--- config.mk ---
export PLATFORM = sky130hd
export DESIGN_NAME = uart_rx_unit
export DESIGN_NICKNAME = d
export VERILOG_FILES = /design/src/rtl/uart_pkg.sv /design/src/rtl/uart_baud_gen.sv /design/src/rtl/uart_rx_unit.sv
export SDC_FILE = /design/constraint.sdc
export NUM_CORES = 1
export LEC_CHECK = 0
export ABC_CLOCK_PERIOD_IN_PS = 2100
export CORE_UTILIZATION = 27
export CTS_CLUSTER_DIAMETER = 60
export DETAILED_ROUTE_END_ITERATION = 16
export PLACE_DENSITY = 0.4
export REMOVE_ABC_BUFFERS = 1
export SYNTH_ARGS = -nofsm -noshare
export SYNTH_HDL_FRONTEND = slang
export SYNTH_SLANG_ARGS = --single-unit
--- constraint.sdc ---
create_clock -name clk -period 2.1 [get_ports clk]
set_clock_uncertainty 0.1 [all_clocks]
set_input_delay 0.63 -clock clk [delete_from_list [all_inputs] [get_ports clk]]
set_output_delay 0.63 -clock clk [all_outputs]
set_load 0.03 [all_outputs]
--- src/rtl/uart_pkg.sv ---
// Shared types and constants for the UART receive path.
package uart_pkg;

  typedef enum logic [2:0] {
    IDLE,
    START,
    DATA,
    STOP,
    BRK,
    PAR
  } rx_state_t;

  localparam int unsigned OVS = 16;

  function automatic int unsigned calc_div(input int unsigned clk_hz, input int unsigned baud);
    return clk_hz / (baud * OVS);
  endfunction

endpackage

--- src/rtl/uart_baud_gen.sv ---
// Free-running oversample tick generator: one-clk tick every DIV clocks.
module uart_baud_gen #(
  parameter int unsigned DIV = 10
) (
  input  logic clk,
  input  logic reset,
  output logic tick
);

  localparam int unsigned CW = (DIV > 1) ? $clog2(DIV) : 1;

  logic [CW-1:0] cnt;

  assign tick = (cnt == CW'(DIV - 1));

  always_ff @(posedge clk or negedge reset) begin
    if (!reset) begin
      cnt <= '0;
    end else if (tick) begin
      cnt <= '0;
    end else begin
      cnt <= cnt + 1'b1;
    end
  end

endmodule

--- src/rtl/uart_rx_unit.sv ---
// 16x oversampling UART receiver with one-byte holding register and sticky errors.
// Optional even-parity reception is enabled by defining UART_RX_PARITY_EN.
module uart_rx_unit
  import uart_pkg::*;
#(
  parameter int unsigned CLK_HZ  = 50000000,
  parameter int unsigned BAUD    = 19200,
  parameter int unsigned DBIT    = 8,
  parameter int unsigned SB_TICK = 16
) (
  input  logic            clk,
  input  logic            reset,
  input  logic            rx,
  input  logic            rx_ready,
  input  logic            err_clr,
  output logic [DBIT-1:0] rx_data,
  output logic            rx_valid,
  output logic            overrun,
  output logic            frame_err
`ifdef UART_RX_PARITY_EN
  ,
  output logic            parity_err
`endif
);

  localparam int unsigned DIV = calc_div(CLK_HZ, BAUD);
  localparam int unsigned NW  = (DBIT > 1) ? $clog2(DBIT) : 1;
  localparam int unsigned SW  = (SB_TICK > OVS) ? $clog2(SB_TICK) : $clog2(OVS);

  logic            rx_meta;
  logic            rxs;
  logic            tick;
  rx_state_t       state, state_n;
  logic [SW-1:0]   s, s_n;
  logic [NW-1:0]   n, n_n;
  logic [DBIT-1:0] sh, sh_n;
  logic            stop_ok;
  logic            frame_set;
  logic            dlv;
`ifdef UART_RX_PARITY_EN
  logic            par_set;
`endif

  uart_baud_gen #(.DIV(DIV)) u_baud (
    .clk   (clk),
    .reset (reset),
    .tick  (tick)
  );

  always_ff @(posedge clk or negedge reset) begin
    if (!reset) begin
      rx_meta <= 1'b1;
      rxs     <= 1'b1;
    end else begin
      rx_meta <= rx;
      rxs     <= rx_meta;
    end
  end

  always_ff @(posedge clk or negedge reset) begin
    if (!reset) begin
      state <= IDLE;
      s     <= '0;
      n     <= '0;
      sh    <= '0;
      dlv   <= 1'b0;
    end else begin
      state <= state_n;
      s     <= s_n;
      n     <= n_n;
      sh    <= sh_n;
      dlv   <= stop_ok;
    end
  end

  always_comb begin
    state_n   = state;
    s_n       = s;
    n_n       = n;
    sh_n      = sh;
    stop_ok   = 1'b0;
    frame_set = 1'b0;
`ifdef UART_RX_PARITY_EN
    par_set   = 1'b0;
`endif
    case (state)
      IDLE: begin
        if (!rxs) begin
          state_n = START;
          s_n     = '0;
        end
      end
      START: begin
        if (tick) begin
          if (s == SW'(OVS / 2 - 1)) begin
            if (!rxs) begin
              state_n = DATA;
              s_n     = '0;
              n_n     = '0;
            end else begin
              state_n = IDLE;
            end
          end else begin
            s_n = s + 1'b1;
          end
        end
      end
      DATA: begin
        if (tick) begin
          if (s == SW'(OVS - 1)) begin
            s_n  = '0;
            sh_n = {rxs, sh[DBIT-1:1]};
            if (n == NW'(DBIT - 1)) begin
`ifdef UART_RX_PARITY_EN
              state_n = PAR;
`else
              state_n = STOP;
`endif
            end else begin
              n_n = n + 1'b1;
            end
          end else begin
            s_n = s + 1'b1;
          end
        end
      end
`ifdef UART_RX_PARITY_EN
      PAR: begin
        if (tick) begin
          if (s == SW'(OVS - 1)) begin
            s_n     = '0;
            par_set = (rxs != ^sh);
            state_n = STOP;
          end else begin
            s_n = s + 1'b1;
          end
        end
      end
`endif
      STOP: begin
        if (tick) begin
          if (s == SW'(SB_TICK - 1)) begin
            stop_ok   = rxs;
            frame_set = !rxs;
            state_n   = rxs ? IDLE : BRK;
          end else begin
            s_n = s + 1'b1;
          end
        end
      end
      // A low line after a bad stop bit must go high before a new start is accepted.
      BRK: begin
        if (rxs) begin
          state_n = IDLE;
        end
      end
      default: begin
        state_n = IDLE;
      end
    endcase
  end

  // sh is untouched in IDLE/START, so it still holds the frame on the delivery cycle.
  always_ff @(posedge clk or negedge reset) begin
    if (!reset) begin
      rx_data   <= '0;
      rx_valid  <= 1'b0;
      overrun   <= 1'b0;
      frame_err <= 1'b0;
    end else begin
      if (dlv && (!rx_valid || rx_ready)) begin
        rx_data  <= sh;
        rx_valid <= 1'b1;
      end else if (rx_valid && rx_ready) begin
        rx_valid <= 1'b0;
      end
      if (dlv && rx_valid && !rx_ready) begin
        overrun <= 1'b1;
      end else if (err_clr) begin
        overrun <= 1'b0;
      end
      if (frame_set) begin
        frame_err <= 1'b1;
      end else if (err_clr) begin
        frame_err <= 1'b0;
      end
    end
  end

`ifdef UART_RX_PARITY_EN
  always_ff @(posedge clk or negedge reset) begin
    if (!reset) begin
      parity_err <= 1'b0;
    end else if (par_set) begin
      parity_err <= 1'b1;
    end else if (err_clr) begin
      parity_err <= 1'b0;
    end
  end
`endif

endmodule
==> summary.md, run 1 <==
| Metric | Value |
|---|---|
| Crit path time final | a little over 2 ns |
| Starting Density | 27.9% |
| Synthesized area per cell | 12.1 sq um |
| Critical path's top delay family | buffers and inverters |
| CP Buf/Inv Count | 1 |
| Die area | 7330 sq um |
| Area of the multi-input gates | 790 sq um |
| Slowest library cell on the worst path | clkdlybuf4s50_1 |
| Worst r2r path cells | 5 |
| DR pass1 iterations | 4 |
| H-tree levels | 2 |
| Post-synth top area cell | dfrtp_1 |
| Num CTS Buffers | 5 |
| Initial DRC count | 37 |
| DR vias/cell | around 4.8 |
| Reg clk slew, reported paths | 0.08 ns |
| RePlAce Congestion | 0.776 |
| Layout cells sized above 1 | between 20 and 25% |
| Synthesized cell area | 1890 sq um |
| First-pass GRT wire length | 6.01 mm |
| TritonCTS clock tree | yes |
| Ant diodes | 0 |
| Routed Wire Length | 3.46 mm |
| Power Total | about 1.3 mW |
| Final core occ | 33.0% |
| DR WL/cell | between 10 and 15 um |
| Slew Limit Fails | 0 |
| Setup violations, final | 0 |
| Worst Path Arrival | roughly 1.3 ns |
| Layout Nets | approximately 190 |
| DIE HEIGHT | 85.6 um |
| IO Pins | 16 |
| Crit start category | flip-flop |
| Ys Warns | 0 |
| HP Class | reg2reg |
| Post-synth cell types | 40 |
| Die width | 85.6 um |
| Slew Limit Headroom | roughly two thirds |
| Hold slack | 0.259 ns |
| Post-route ant nets | 0 |
| Hold Path Stages | 0 |
| Number of global-route vias before repair | 1200 |
| Setup CP Type | reg2out |
| Worst stage delay on the critical path | 0.67 ns |
| Required time worst endpoint | 1.37 ns |
| Crit path cell chain | clkdlybuf4s50_1 |
| Power per standard cell area | between 500 and 600 nW/um^2 |
| FFs w/ async S/R, synth | between 90% and 100% |
| Setup WS post-layout | 0.0525 ns |
| Dpl hpwl | between 2 and 2.5 mm |
| Worst-path fanout max | 2 |
| Tcrit/Tclk final | between 90% and 100% |
| Pre-CTS setup slack | -0.0245 ns |
| Leading post-synthesis cells by cell area | dfrtp_1, mux2_4, mux2_2 |
| Post-synth EDFFs | 0 |
| Fillers | 675 |
| Fin. Hold Viols | 0 |
| Most used standard cell by instance count after synthesis | dfrtp_1 |
| Main synth FF type | dfrtp_1 |
| Cells after Synth | 156 |
| Yosys reg bits | 40 |
| Initial antenna violation count | 0 |
| Cell Rows | 30 |
| Most frequent cells after synthesis | dfrtp_1, nand2_1, nor2_1, mux2_2, inv_1 |
| Root Buffer | clkbuf_8 |
| P_leak | 1.16 nW |
| GR Overflow Total | 0 |
| Input/output buffers | 15 |
| IR drop worst, VDD | 170 uV |
| Largest net degree at the start of global routing | 41 |
| Clk_lat worst skew | 0.29 ns |
| Fmax | 0.488 GHz |
| Core area | around 6800 sq um |
| Vias after detailed routing | 1233 |
| Clk buf depth | 2 |
| RSZ-0062 raised after global routing | no |
| CP endpoint kind | output pin |
| # Max-Cap Violations | 0 |
| Clock sink count | 40 |
| DRC errors left | 0 |
| Total track usage | 10.7% |
| Fin Setup TNS | 0 ns |
| Storage element area | approximately 1000 sq um |
| WP depth | 1 |
| Status | complete, no violations |
| Slew @ Worst Pin | 0.520 ns |
| Layout Area Growth over Synthesis | 18.1% |
| Post-synth top area share | 50.4% |
| Post-synthesis sequential area ratio | a little over half |
## cell families after synthesis
family          after synthesis  synth area share (%)
compound gates               21                  8.42
mux                          22                  14.4
fa+ha+maj                     5                  3.31
buf+inv                      17                  5.04
xor+xnor                      7                  3.25
simple gates                 44                  12.4
flops                        40                  53.1
## area by class of cell
| class | instances | area share, % |
|---|---|---|
| multi-input cells | 99 | 35.4 |
| clock inverters | 3 | 0.842 |
| clock buffers | 5 | 3.09 |
| well taps | 80 | 4.49 |
| flip-flops and latches | 40 | 45.0 |
| repair buffers | 22 | 9.65 |
| inverters | 9 | 1.52 |
## path summary, 6_finish.rpt
| kind | from | to | slack (ns) |
|---|---|---|---|
| max | rx_data[1]$_DFFE_PN0P_ | rx_data[1] | 0.05 |
| min | rx_meta$_DFF_PN1_ | rxs$_DFF_PN1_ | 0.26 |
| max reg2reg | u_baud.cnt[2]$_DFF_PN0_ | s[2]$_DFFE_PN0P_ | 0.14 |
| min reg2reg | rx_meta$_DFF_PN1_ | rxs$_DFF_PN1_ | 0.26 |
| max in group asynchronous | reset | rx_meta$_DFF_PN1_ | 1.24 |
| min in group asynchronous | reset | rx_valid$_DFFE_PN0P_ | 0.29 |
## cell usage in the layout, fill, tap and decap left out, types with 2 or more instances in the layout
cell / Yosys / routed
a211o_1: 2 / 2
nand4_1: 2 / 2
a31oi_1: 2 / 2
dfstp_2: 2 / 2
o22ai_1: 2 / 2
ha_1: 5 / 5
buf_4: 1 / 7
clkdlybuf4s50_1: 0 / 7
mux2i_1: 4 / 4
dlymetal6s2s_1: 0 / 7
a2111oi_0: 2 / 2
and2_1: 2 / 2
inv_1: 9 / 9
a22o_1: 3 / 3
dfrtp_1: 38 / 38
a21oi_1: 2 / 2
nand3_1: 4 / 4
xnor2_1: 6 / 6
clkbuf_8: 0 / 5
nor2_1: 12 / 12
clkinv_2: 0 / 2
nand2_1: 12 / 12
mux2_4: 8 / 8
o21ai_0: 2 / 2
a311oi_1: 3 / 3
nor3_1: 3 / 3
mux2_2: 10 / 10
## power by group
part | total, mW | switching [mW] | leakage (nW) | internal (mW)
Sequential | 0.776 | 0.00298 | 0.532 | 0.773
Combinational | 0.0259 | 0.0174 | 0.582 | 0.00857
Clock | 0.518 | 0.286 | 0.0479 | 0.232
Total | 1.32 | 0.307 | 1.16 | 1.01
## layer usage
layer | track usage, % | routed length, um
met4 | 4.09 | 59
met5 | 0 | 0
met2 | 16.1 | 1560
met1 | 14.1 | 1680
met3 | 3.66 | 163
## through the flow
| stage | area, sq um | instances |
|---|---|---|
| 3_5_place_dp | 2120 | 250 |
| 6_report | 2230 | 258 |
| 5_1_grt | 2230 | 258 |
| 2_1_floorplan | 1830 | 148 |
| 3_3_place_gp | 2120 | 250 |
| 4_1_cts | 2210 | 258 |
## flip-flops by register name (all words and copies together), names as in the netlist
register	flops
s	4
n	3
rxs	1
rx_data	8
u_baud.cnt	8
sh	8
state	3
dlv	1
overrun	1
rx_meta	1
frame_err	1
rx_valid	1
## what timing repair did
action,4_1_cts,5_1_grt
hold buffers,0,0
hold endpoints to repair,0,0
setup buffers,0,0
gates resized for setup,0,7
setup endpoints to repair,0,7
Power figures use the tool's default switching activity.
==> inputs of run 2 (changes only) <==
Settings changed: ABC_CLOCK_PERIOD_IN_PS 2100 to 1690, PLACE_DENSITY 0.4 to 0.42.
Clock period 2.1 ns to 1.69 ns, I/O delays scaled along.
==> run 2 against run 1 <==
The flow now finishes with violations (setup timing). Core utilization increased by 5.1 points. Critical endpoint is now sh[6]$_DFFE_PN0P_. Global-route usage grew 1.2 points. Register-to-register slack worse by 0.32 ns. Clock power increased by 58%. Combinational power is 66% higher. Setup slack worse by 0.23 ns. Critical path type is now reg2reg. Design area rose by 15%. Power increased by 38%. Sequential share of layout area decreased by 6.0 points. Via count is 10% higher. Worst hold slack better by 0.0046 ns.
==> summary.md, run 2 (same netlist as run 1, synthesis figures left out) <==
| Metric | Value |
|---|---|
| DIE HEIGHT | 85.6 um (unchanged) |
| Fin area | 2570 sq um (+15%) |
| Required time worst endpoint | 1.77 ns (+0.40 ns) |
| Fillers | 684 (+1.3%) |
| Crit start category | flip-flop |
| Status | finished, violations left |
| DRC errors left | 0 (unchanged) |
| Commonest cells after routing, fill and taps aside | dfrtp_1, buf_4, nor2_1, nand2_1 |
| P_leak | 1.25 nW (+7.6%) |
| Clk buf depth | 2 (unchanged) |
| Fmax | 0.535 GHz |
| Placed Area | 2350 sq um (+11%) |
| Commonest non-fill, non-tap cell in the layout | dfrtp_1 |
| Largest regs | rx_data x8, sh x8, u_baud.cnt x8 |
| Slew Limit Fails | 0 (unchanged) |
| IO Pins | 16 (unchanged) |
| Tcrit/Tclk final | 111% |
| Worst-path fanout max | 8 (+6) |
| H-tree levels | 2 (unchanged) |
| Crit path time final | about 1.9 ns |
| Ant diodes | 0 (unchanged) |
| Cell Rows | 30 (unchanged) |
| Power per standard cell area | 709 nW/um^2 (+20%) |
| Clk_lat worst skew | 0.30 ns (about the same) |
| Setup violations, final | 16 (+16) |
| # Max-Cap Violations | 0 (unchanged) |
| Largest net degree at the start of global routing | 32 (-22%) |
| Placed Cells | 277 (+11%) |
| CP endpoint kind | flip-flop |
| Failing checks | setup timing |
| Worst path most repeated cell | and3_4 |
| Fin. Hold Viols | 0 (unchanged) |
| Crit path cell chain | nor4b_4, and3_4, and3_4, mux2_4 |
| Die area | 7330 sq um (unchanged) |
| Setup CP Type | reg2reg |
| DR WL/cell | 13.5 um (+0.79%) |
| RSZ-0062 raised after global routing | yes |
| Reg clk slew, reported paths | 0.09 ns (about the same) |
| Num CTS Buffers | 5 (unchanged) |
| Initial antenna violation count | 0 (unchanged) |
| Initial DRC count | 75 (+100%) |
| Slew @ Worst Pin | 0.336 ns (-0.184 ns) |
| Vias after detailed routing | 1360 (+10%) |
| Finished Layout Cells | 292 (+13%) |
| Dpl hpwl | 2.85 mm (+17%) |
| Worst stage delay on the critical path | 0.42 ns (-0.25 ns) |
| Layout Area Growth over Synthesis | 36.2% |
| Core area | 6760 sq um (unchanged) |
| HP Class | reg2reg |
| Slowest library cell on the worst path | dfrtp_1 |
| GR Overflow Total | 0 (unchanged) |
| RePlAce Congestion | 0.810 (+4.3%) |
| DR pass1 iterations | 4 (unchanged) |
| Die width | 85.6 um (unchanged) |
| Clock sink count | 40 (unchanged) |
| First-pass GRT wire length | 6.87 mm (+14%) |
| Setup WS post-layout | -0.178 ns (-0.230 ns) |
| Input/output buffers | 15 (unchanged) |
| Layout Nets | 221 (+18%) |
| DR vias/cell | 4.66 (-2.5%) |
| Number of global-route vias before repair | 1421 (+18%) |
| Total track usage | 11.9% (+1.2 points) |
| Routed Wire Length | 3.95 mm (+14%) |
| Post-route ant nets | 0 (unchanged) |
| Worst Path Arrival | 1.95 ns (+0.63 ns) |
| Slew Limit Headroom | 77.6% (+12 points) |
| TritonCTS clock tree | yes |
| IR drop worst, VDD | 437 uV (+160%) |
| Root Buffer | clkbuf_8 |
| Layout cells sized above 1 | 38.7% (+16 points) |
| Starting Density | 27.9% (unchanged) |
run 2: changes by cell type in the layout (fill, tap and decap cells not counted), moves of 3 or more:
cell / before / now
buf_4: 7 / 37
clkdlybuf4s15_1: 0 / 7
clkdlybuf4s50_1: 7 / 3
dlygate4sd2_1: 0 / 3
dlymetal6s2s_1: 7 / 0
run 2: report_power, final:
| part | internal [mW] | leakage [nW] | switching [mW] |
|---|---|---|---|
| clock network | 0.445 | 0.0548 | 0.372 |
| registers | 0.960 | 0.532 | 0.00122 |
| logic | 0.0169 | 0.664 | 0.0263 |
| total | 1.42 | 1.25 | 0.400 |
run 2: final cells by class:
cell class	instances	area (sq um)	area share (%)
tap	80	100	3.89
inverter	9	33.8	1.31
multi-input combinational	99	843	32.8
clock inverter	3	46.3	1.80
timing repair buffer	56	475	18.5
clock buffer	5	68.8	2.68
sequential	40	1000	39.0
run 2: worst paths after layout:
check	start	endpoint	slack [ns]	cells after the start
setup / recovery	u_baud.cnt[6]$_DFF_PN0_	sh[6]$_DFFE_PN0P_	-0.18	4
hold / removal	rx_meta$_DFF_PN1_	rxs$_DFF_PN1_	0.26	0
setup reg to reg	u_baud.cnt[6]$_DFF_PN0_	sh[6]$_DFFE_PN0P_	-0.18	4
hold reg to reg	rx_meta$_DFF_PN1_	rxs$_DFF_PN1_	0.26	0
max in group asynchronous	reset	rx_meta$_DFF_PN1_	0.47	3
min in group asynchronous	reset	s[0]$_DFFE_PN0P_	0.51	2
run 2: through the flow:
stage | utilization [%] | setup TNS [ns] | total power, mW | setup WS [ns] | hold WS, ns
finish | 38.1 | -2.03 | 1.82 | -0.178 | 0.264
global route | 38.1 | -3.34 | 1.91 | -0.249 | 0.265
CTS | 37.2 | -2.17 | 1.86 | -0.192 | 0.270
detailed placement | 34.8 | -3.43 | 1.02 | -0.187 | 0.256
global placement | 34.8 | -2.79 | 1.02 | -0.161 | 0.260
floorplan | - | -1.66 | 0.985 | -0.175 | 0.111
run 2: repair_timing:
action,4_1_cts,5_1_grt
pin swaps,13,5
hold buffers,1,0
setup endpoints to repair,28,29
gates resized for setup,18,16
buffers inserted,3,3
hold endpoints to repair,9,0
cloned,0,0
run 2: layer usage:
layer  GRT usage (%)  vias up  routed length [um]
met1            15.2      674                1800
met4            4.24        0                  46
li1                -      659                   -
met5               0        -                   0
met2            19.4       22                1970
met3            3.37        5                 129
run 2: worst max-delay path, delay by kind of cell, from the launching register on:
family	cells	cell delay [ns]
AND/OR/NAND/NOR	3	0.92
flip-flops	1	0.42
multiplexers	1	0.32
==> inputs of run 3 (changes only) <==
Settings changed: SLEW_MARGIN from default to 30.
==> results of run 3 <==
Final layout, timing and power as in run 2 (identical DEF).
